<file path="config.mk">
export PLATFORM = sky130hd
export DESIGN_NAME = ahb_sram_ctrl
export DESIGN_NICKNAME = d
export VERILOG_FILES = /design/src/rtl/ahb_sram_pkg.sv /design/src/rtl/ahb_sram_lane_dec.sv /design/src/rtl/ahb_sram_ctrl.sv
export SDC_FILE = /design/constraint.sdc
export NUM_CORES = 1
export LEC_CHECK = 0
export CAP_MARGIN = 20
export CORE_UTILIZATION = 34
export CTS_CLUSTER_SIZE = 20
export DETAILED_ROUTE_END_ITERATION = 6
export GPL_TIMING_DRIVEN = 1
export PLACE_DENSITY = 0.82
export SYNTH_ARGS = -nofsm -noshare
export SYNTH_HDL_FRONTEND = slang
export SYNTH_SLANG_ARGS = --single-unit
</file>
<file path="constraint.sdc">
create_clock -name hclk -period 2.15 [get_ports hclk]
set_clock_uncertainty 0.05 [all_clocks]
set_input_delay 0.43 -clock hclk [delete_from_list [all_inputs] [get_ports hclk]]
set_output_delay 0.43 -clock hclk [all_outputs]
set_load 0.005 [all_outputs]
</file>
<file path="src/rtl/ahb_sram_pkg.sv">
// Shared AHB encodings and controller state type for the SRAM controller.
package ahb_sram_pkg;

    localparam logic [1:0] HTRANS_IDLE   = 2'b00;
    localparam logic [1:0] HTRANS_BUSY   = 2'b01;
    localparam logic [1:0] HTRANS_NONSEQ = 2'b10;
    localparam logic [1:0] HTRANS_SEQ    = 2'b11;

    localparam logic [2:0] HSIZE_BYTE  = 3'd0;
    localparam logic [2:0] HSIZE_HALF  = 3'd1;
    localparam logic [2:0] HSIZE_WORD  = 3'd2;
    localparam logic [2:0] HSIZE_DWORD = 3'd3;

    localparam logic HRESP_OKAY  = 1'b0;
    localparam logic HRESP_ERROR = 1'b1;

    typedef enum logic [2:0] {
        ST_IDLE = 3'd0,
        ST_WR   = 3'd1,
        ST_RD   = 3'd2,
        ST_ERR1 = 3'd3,
        ST_ERR2 = 3'd4
    } state_t;

    // A transfer carries an address phase only for NONSEQ and SEQ.
    function automatic logic trans_active(input logic [1:0] htrans);
        return (htrans == HTRANS_NONSEQ) || (htrans == HTRANS_SEQ);
    endfunction

endpackage

</file>
<file path="src/rtl/ahb_sram_lane_dec.sv">
// Byte-lane decoder: turns (size, low address bits) into an active-low lane mask.
// Callers guarantee size <= LB and an address aligned to the size.
module ahb_sram_lane_dec #(
    parameter int LANES = 4,
    parameter int LB    = 2
)(
    input  logic [2:0]       hsize_i,
    input  logic [LB-1:0]    addr_i,
    output logic [LANES-1:0] lane_n_o
);
    localparam int CW = LB + 2;

    logic [CW-1:0] first;
    logic [CW-1:0] span;

    assign first = CW'(addr_i);
    assign span  = CW'(1) << hsize_i;

    // A lane is enabled when it falls inside [first, first + span).
    for (genvar gi = 0; gi < LANES; gi++) begin : g_lane
        assign lane_n_o[gi] = !((CW'(gi) >= first) && (CW'(gi) < first + span));
    end

endmodule

</file>
<file path="src/rtl/ahb_sram_ctrl.sv">
// AHB-Lite slave in front of a multi-bank, byte-laned single-port SRAM.
// Optional feature macro AHB_SRAM_ERR_EN: when defined, illegal transfers
// (oversize, misaligned, out of range) get a two-cycle ERROR response;
// when undefined they are coerced into legal accesses and hresp stays OKAY.
module ahb_sram_ctrl
    import ahb_sram_pkg::*;
#(
    parameter int DATA_W  = 32,
    parameter int ADDR_W  = 16,
    parameter int NBANK   = 2,
    parameter int RD_WAIT = 0,
    localparam int LANES  = DATA_W / 8,
    localparam int LB     = $clog2(LANES),
    localparam int BB     = $clog2(NBANK),
    localparam int SA_W   = ADDR_W - BB - LB
)(
    input  logic                      hclk,
    input  logic                      hrstn,
    input  logic                      hsel,
    input  logic                      hready_in,
    input  logic [1:0]                htrans,
    input  logic [2:0]                hsize,
    input  logic [2:0]                hburst,
    input  logic                      hwrite,
    input  logic [31:0]               haddr,
    input  logic [DATA_W-1:0]         hwdata,
    output logic                      hready_out,
    output logic                      hresp,
    output logic [DATA_W-1:0]         hrdata,
    output logic [NBANK*LANES-1:0]    bank_csn,
    output logic                      sram_we,
    output logic [SA_W-1:0]           sram_addr,
    output logic [DATA_W-1:0]         sram_wdata,
    input  logic [NBANK*LANES*8-1:0]  sram_q
);
    localparam int BW = (BB > 0) ? BB : 1;

    state_t              state_q, state_d;
    logic [1:0]          cnt_q, cnt_d;
    logic [ADDR_W-1:0]   addr_q;
    logic [2:0]          size_q;
    logic [DATA_W-1:0]   hrdata_q;

    logic                accept, illegal, take, csn_act, rd_last;
    logic [2:0]          size_eff;
    logic [ADDR_W-1:0]   addr_eff;
    logic [BW-1:0]       bank_sel;
    logic [LANES-1:0]    lane_n;
    logic [DATA_W-1:0]   bank_q [NBANK];
    logic [DATA_W-1:0]   rd_slice;
    logic                unused_inputs;

    // Bursts are handled beat by beat; hburst carries no information here.
    assign unused_inputs = ^{hburst, haddr};

    assign accept = hsel && hready_in && trans_active(htrans);

    // Clamp size to the bus width and force alignment; a no-op for legal transfers.
    assign size_eff = (hsize > 3'(LB)) ? 3'(LB) : hsize;
    assign addr_eff = haddr[ADDR_W-1:0] & ~ADDR_W'((32'd1 << size_eff) - 32'd1);

`ifdef AHB_SRAM_ERR_EN
    logic misalign;
    assign misalign = |(haddr[2:0] & ~(3'b111 << hsize));
    assign illegal  = (hsize > 3'(LB)) || misalign || ((haddr >> ADDR_W) != 32'd0);
`else
    assign illegal  = 1'b0;
`endif

    // State, wait counter and the registered address phase.
    always_ff @(posedge hclk or negedge hrstn) begin
        if (!hrstn) begin
            state_q  <= ST_IDLE;
            cnt_q    <= 2'd0;
            addr_q   <= '0;
            size_q   <= 3'd0;
            hrdata_q <= '0;
        end else begin
            state_q <= state_d;
            cnt_q   <= cnt_d;
            if (take && accept) begin
                addr_q <= addr_eff;
                size_q <= size_eff;
            end
            if (rd_last) begin
                hrdata_q <= rd_slice;
            end
        end
    end

    // Data-phase outputs and next state; take marks a cycle that can accept.
    always_comb begin
        state_d    = state_q;
        cnt_d      = cnt_q;
        hready_out = 1'b1;
        hresp      = HRESP_OKAY;
        sram_we    = 1'b0;
        csn_act    = 1'b0;
        rd_last    = 1'b0;
        take       = 1'b0;
        case (state_q)
            ST_IDLE: take = 1'b1;
            ST_WR: begin
                csn_act = 1'b1;
                sram_we = 1'b1;
                take    = 1'b1;
            end
            ST_RD: begin
                csn_act = 1'b1;
                if (cnt_q == 2'(RD_WAIT)) begin
                    rd_last = 1'b1;
                    take    = 1'b1;
                end else begin
                    hready_out = 1'b0;
                    cnt_d      = cnt_q + 2'd1;
                end
            end
`ifdef AHB_SRAM_ERR_EN
            ST_ERR1: begin
                hresp      = HRESP_ERROR;
                hready_out = 1'b0;
                state_d    = ST_ERR2;
            end
            ST_ERR2: begin
                hresp = HRESP_ERROR;
                take  = 1'b1;
            end
`endif
            default: state_d = ST_IDLE;
        endcase
        if (take) begin
            cnt_d = 2'd0;
            if (!accept) begin
                state_d = ST_IDLE;
            end else if (illegal) begin
                state_d = ST_ERR1;
            end else if (hwrite) begin
                state_d = ST_WR;
            end else begin
                state_d = ST_RD;
            end
        end
    end

    if (BB > 0) begin : g_bank
        assign bank_sel = addr_q[ADDR_W-1 -: BW];
    end else begin : g_one_bank
        assign bank_sel = '0;
    end

    ahb_sram_lane_dec #(
        .LANES (LANES),
        .LB    (LB)
    ) u_lane_dec (
        .hsize_i  (size_q),
        .addr_i   (addr_q[LB-1:0]),
        .lane_n_o (lane_n)
    );

    for (genvar gi = 0; gi < NBANK; gi++) begin : g_bank_io
        assign bank_csn[gi*LANES +: LANES] = (csn_act && (bank_sel == BW'(gi))) ? lane_n : '1;
        assign bank_q[gi] = sram_q[gi*DATA_W +: DATA_W];
    end

    assign rd_slice   = bank_q[bank_sel];
    assign hrdata     = rd_last ? rd_slice : hrdata_q;
    assign sram_addr  = addr_q[ADDR_W-BB-1:LB];
    assign sram_wdata = hwdata;

endmodule

</file>
==> flow_summary.ini <==
[drt]
detail-route-antenna-nets = 0
vias_per_cell = 4.85
dr.first_iter.drc_count = 57
first_pass_iters = 4
wl_um = 11400
route.detailed.wl_per_inst_um = 17.5
num_vias = 3147
post-route-drc-count = 0

[finish]
design_area_um2 = 5880
fraction_of_layout_instances_using_a_drive_strength_above_1 = 0.484
layout.cells.most_common = clkdlybuf4s50_1
nets = 691
postLayoutCoreUtil = 0.677
insertedDiodeCount = 0
final_cells = 649
nFillCells = 557
layout-area-overhead-vs-synth_pct = 92.9
layout.cells.most_common_list = clkdlybuf4s50_1, buf_4, dfrtp_1

[clock_network]
cts_max_level = 2
cts.sinks = 55
tritoncts.num_buffers = 5
worst_setup_hold_path_clk_slew_ns = 0.10
clk_root_buffer_cell = clkbuf_8
cts_buffer_depth = 2
clock_tree_from_tritoncts = done
clk_latency_ns = 0.30

[synthesis]
ys_async_sr_fraction = 1.00
yosysUniqueCellTypes = 30
count_of_mapped_cells_out_of_synthesis = 326
yosysWarningCount = 0
synth_enable_flop_cells = 0
synth_flop_cell = dfrtp_1
syn-cell-area_um2 = 3050
syn_avg_cell_area_um2 = 9.35
synth_seq_area_share = 0.452
yosys_register_bits = 55

[floorplanning]
die_h_um = 96.7
coreArea_um2 = 8680
num_io_pins = 229
dieWidth_um = 96.7
rows = 34
initial_utilization = 0.351
floorplan.die_area_um2 = 9340

[critical_path]
timing.critical_path.from = size_q[2]
worstSetupStartpointType = flip-flop
worstPathBufferInverterCount = 2
timing.critical_path.slowest_cell_delay_ns = 0.45
timing_worst_setup_path_type = flip-flop to primary output
timing.rr.start = state_q[0]
critPathTopFamily = simple AND/OR/NAND/NOR gates
worst-endpoint-arrival_ns = 2.28
critical_path_cell_with_the_highest_stage_delay = dfrtp_1
path_max_fanout = 5
endpoint_kind = primary output
crit_chain = nor3b_4 > ha_1 > a211oi_2 > and3_4 > nor2_4 > buf_6 > o31ai_4 > buf_2
worst-endpoint-required_ns = 1.67

[placed_design]
dp.cells = 563
io_buffers = 143
place_congestion = 0.796
dp_hpwl_um = 6190
post_dp_cell_area_um2 = 4560
placement.setup.worst_slack_ns = -0.653

[global_routing]
via_count_of_the_first_global_routing_pass = 3310
grt_util_all_layers = 0.217
maximum_number_of_pins_on_one_net_before_global_route_repair = 32
grt_overflow_total = 0
global_route_wire_length_before_repair_um = 16300
antenna_found_initial = 0

[run_status]
status = complete, but fails checks
violations = setup timing

[sta]
final-hold-violation-count = 0
worst_slew_pin_slew_ns = 0.611
fin_crit_ns = 2.76
grt_setup_unrepaired = yes
finalWorstSetupSlack_ns = -0.614
timing.final.crit_share = 1.29
slew_headroom = 0.592
finalMaxSlewViolations = 0
timing.fmax_mhz = 362
setup_viol = 40

[power]
power-per-cell-area_nw_per_um2 = 746
report.power.total_mw = 4.38
power.leakage_nw = 2.55
worst_voltage_drop_across_the_vdd_grid_mv = 0.343

[worst_hold_path]
holdCritPathClass = input port to asynchronous set/reset pin

[flow_run]
drv.max_cap_violation_count = 0
==> report_power, final <==
part           switching [mW]  internal (mW)  leakage [nW]
clock                   0.337          0.378        0.0612
sequential              0.202           1.29         0.635
combinational           0.908           1.27          1.85
==> per-layer routing <==
layer | GRT usage | vias to the layer above | share of wire
met5 | 0 | - | 0
met4 | 0.0654 | 0 | 0.021
met3 | 0.0679 | 22 | 0.063
met2 | 0.405 | 141 | 0.53
met1 | 0.231 | 1528 | 0.39
li1 | - | 1456 | -
==> flip-flops by register name (all words and copies together), names as in the netlist <==
register  flops
addr_q       16
cnt_q         2
state_q       2
hrdata_q     32
size_q        3
==> cell usage after synthesis (2+ instances only) <==
cell type  number  share of area
a21oi_1        34          0.056
and2_1          2         0.0041
buf_2          11          0.018
buf_4          47           0.12
buf_6           2         0.0074
conb_1          2         0.0025
dfrtp_1        55           0.45
ha_1            9          0.037
inv_1           4         0.0049
mux2i_1        32           0.11
nand2_1        54          0.067
nand3_1         6         0.0099
nor2_1         40          0.049
nor2b_1         2         0.0041
nor3_1          4         0.0066
nor3b_1         2         0.0049
o21ai_0         6         0.0099
o31ai_1         2         0.0049
==> final timing paths <==
path	to	cells after the start	slack, ns
max	bank_csn[0]	8	-0.61
min	hrdata_q[19]	1	0.07
max reg2reg	size_q[1]	8	0.16
min reg2reg	addr_q[7]	2	0.43
max in group asynchronous	size_q[1]	2	1.38
min in group hclk	addr_q[7]	2	0.43
==> cells by family (layout without fill, tap and decap cells) <==
kind of cell | after synthesis | after routing | share of synthesized area
other | 2 | 3 | 0.00246
AOI/OAI and AO/OA | 45 | 45 | 0.0825
DFF | 55 | 55 | 0.452
adders and majority gates | 10 | 10 | 0.0435
muxes | 32 | 32 | 0.105
and+or+nand+nor | 118 | 118 | 0.168
buffers and inverters | 64 | 278 | 0.146
==> final cells by class <==
| cell class | count | area [um2] | share of cell area |
|---|---|---|---|
| clock buffers | 6 | 82.6 | 0.0140 |
| clock inverters | 2 | 35.0 | 0.00596 |
| inverters | 4 | 15.0 | 0.00255 |
| multi-input cells | 208 | 1830 | 0.311 |
| flip-flops and latches | 55 | 1380 | 0.235 |
| well taps | 108 | 135 | 0.0230 |
| repair buffers | 266 | 2410 | 0.409 |
==> through the flow <==
stage	setup TNS, ns	hold WS [ns]
6_report	-9.80	0.0717
2_1_floorplan	0	0.0844
3_3_place_gp	-7.62	0.399
3_5_place_dp	-8.66	0.414
4_1_cts	-8.30	0.0726
5_1_grt	-12.67	0.103
==> what timing repair did <==
action,CTS,global route
endpoints found under the setup margin,41,40
pin swaps,16,24
gates cloned,5,0
hold buffers,0,0
resized for setup,269,93
setup buffers,53,33
No activity file was read; power rests on OpenSTA's default activity.
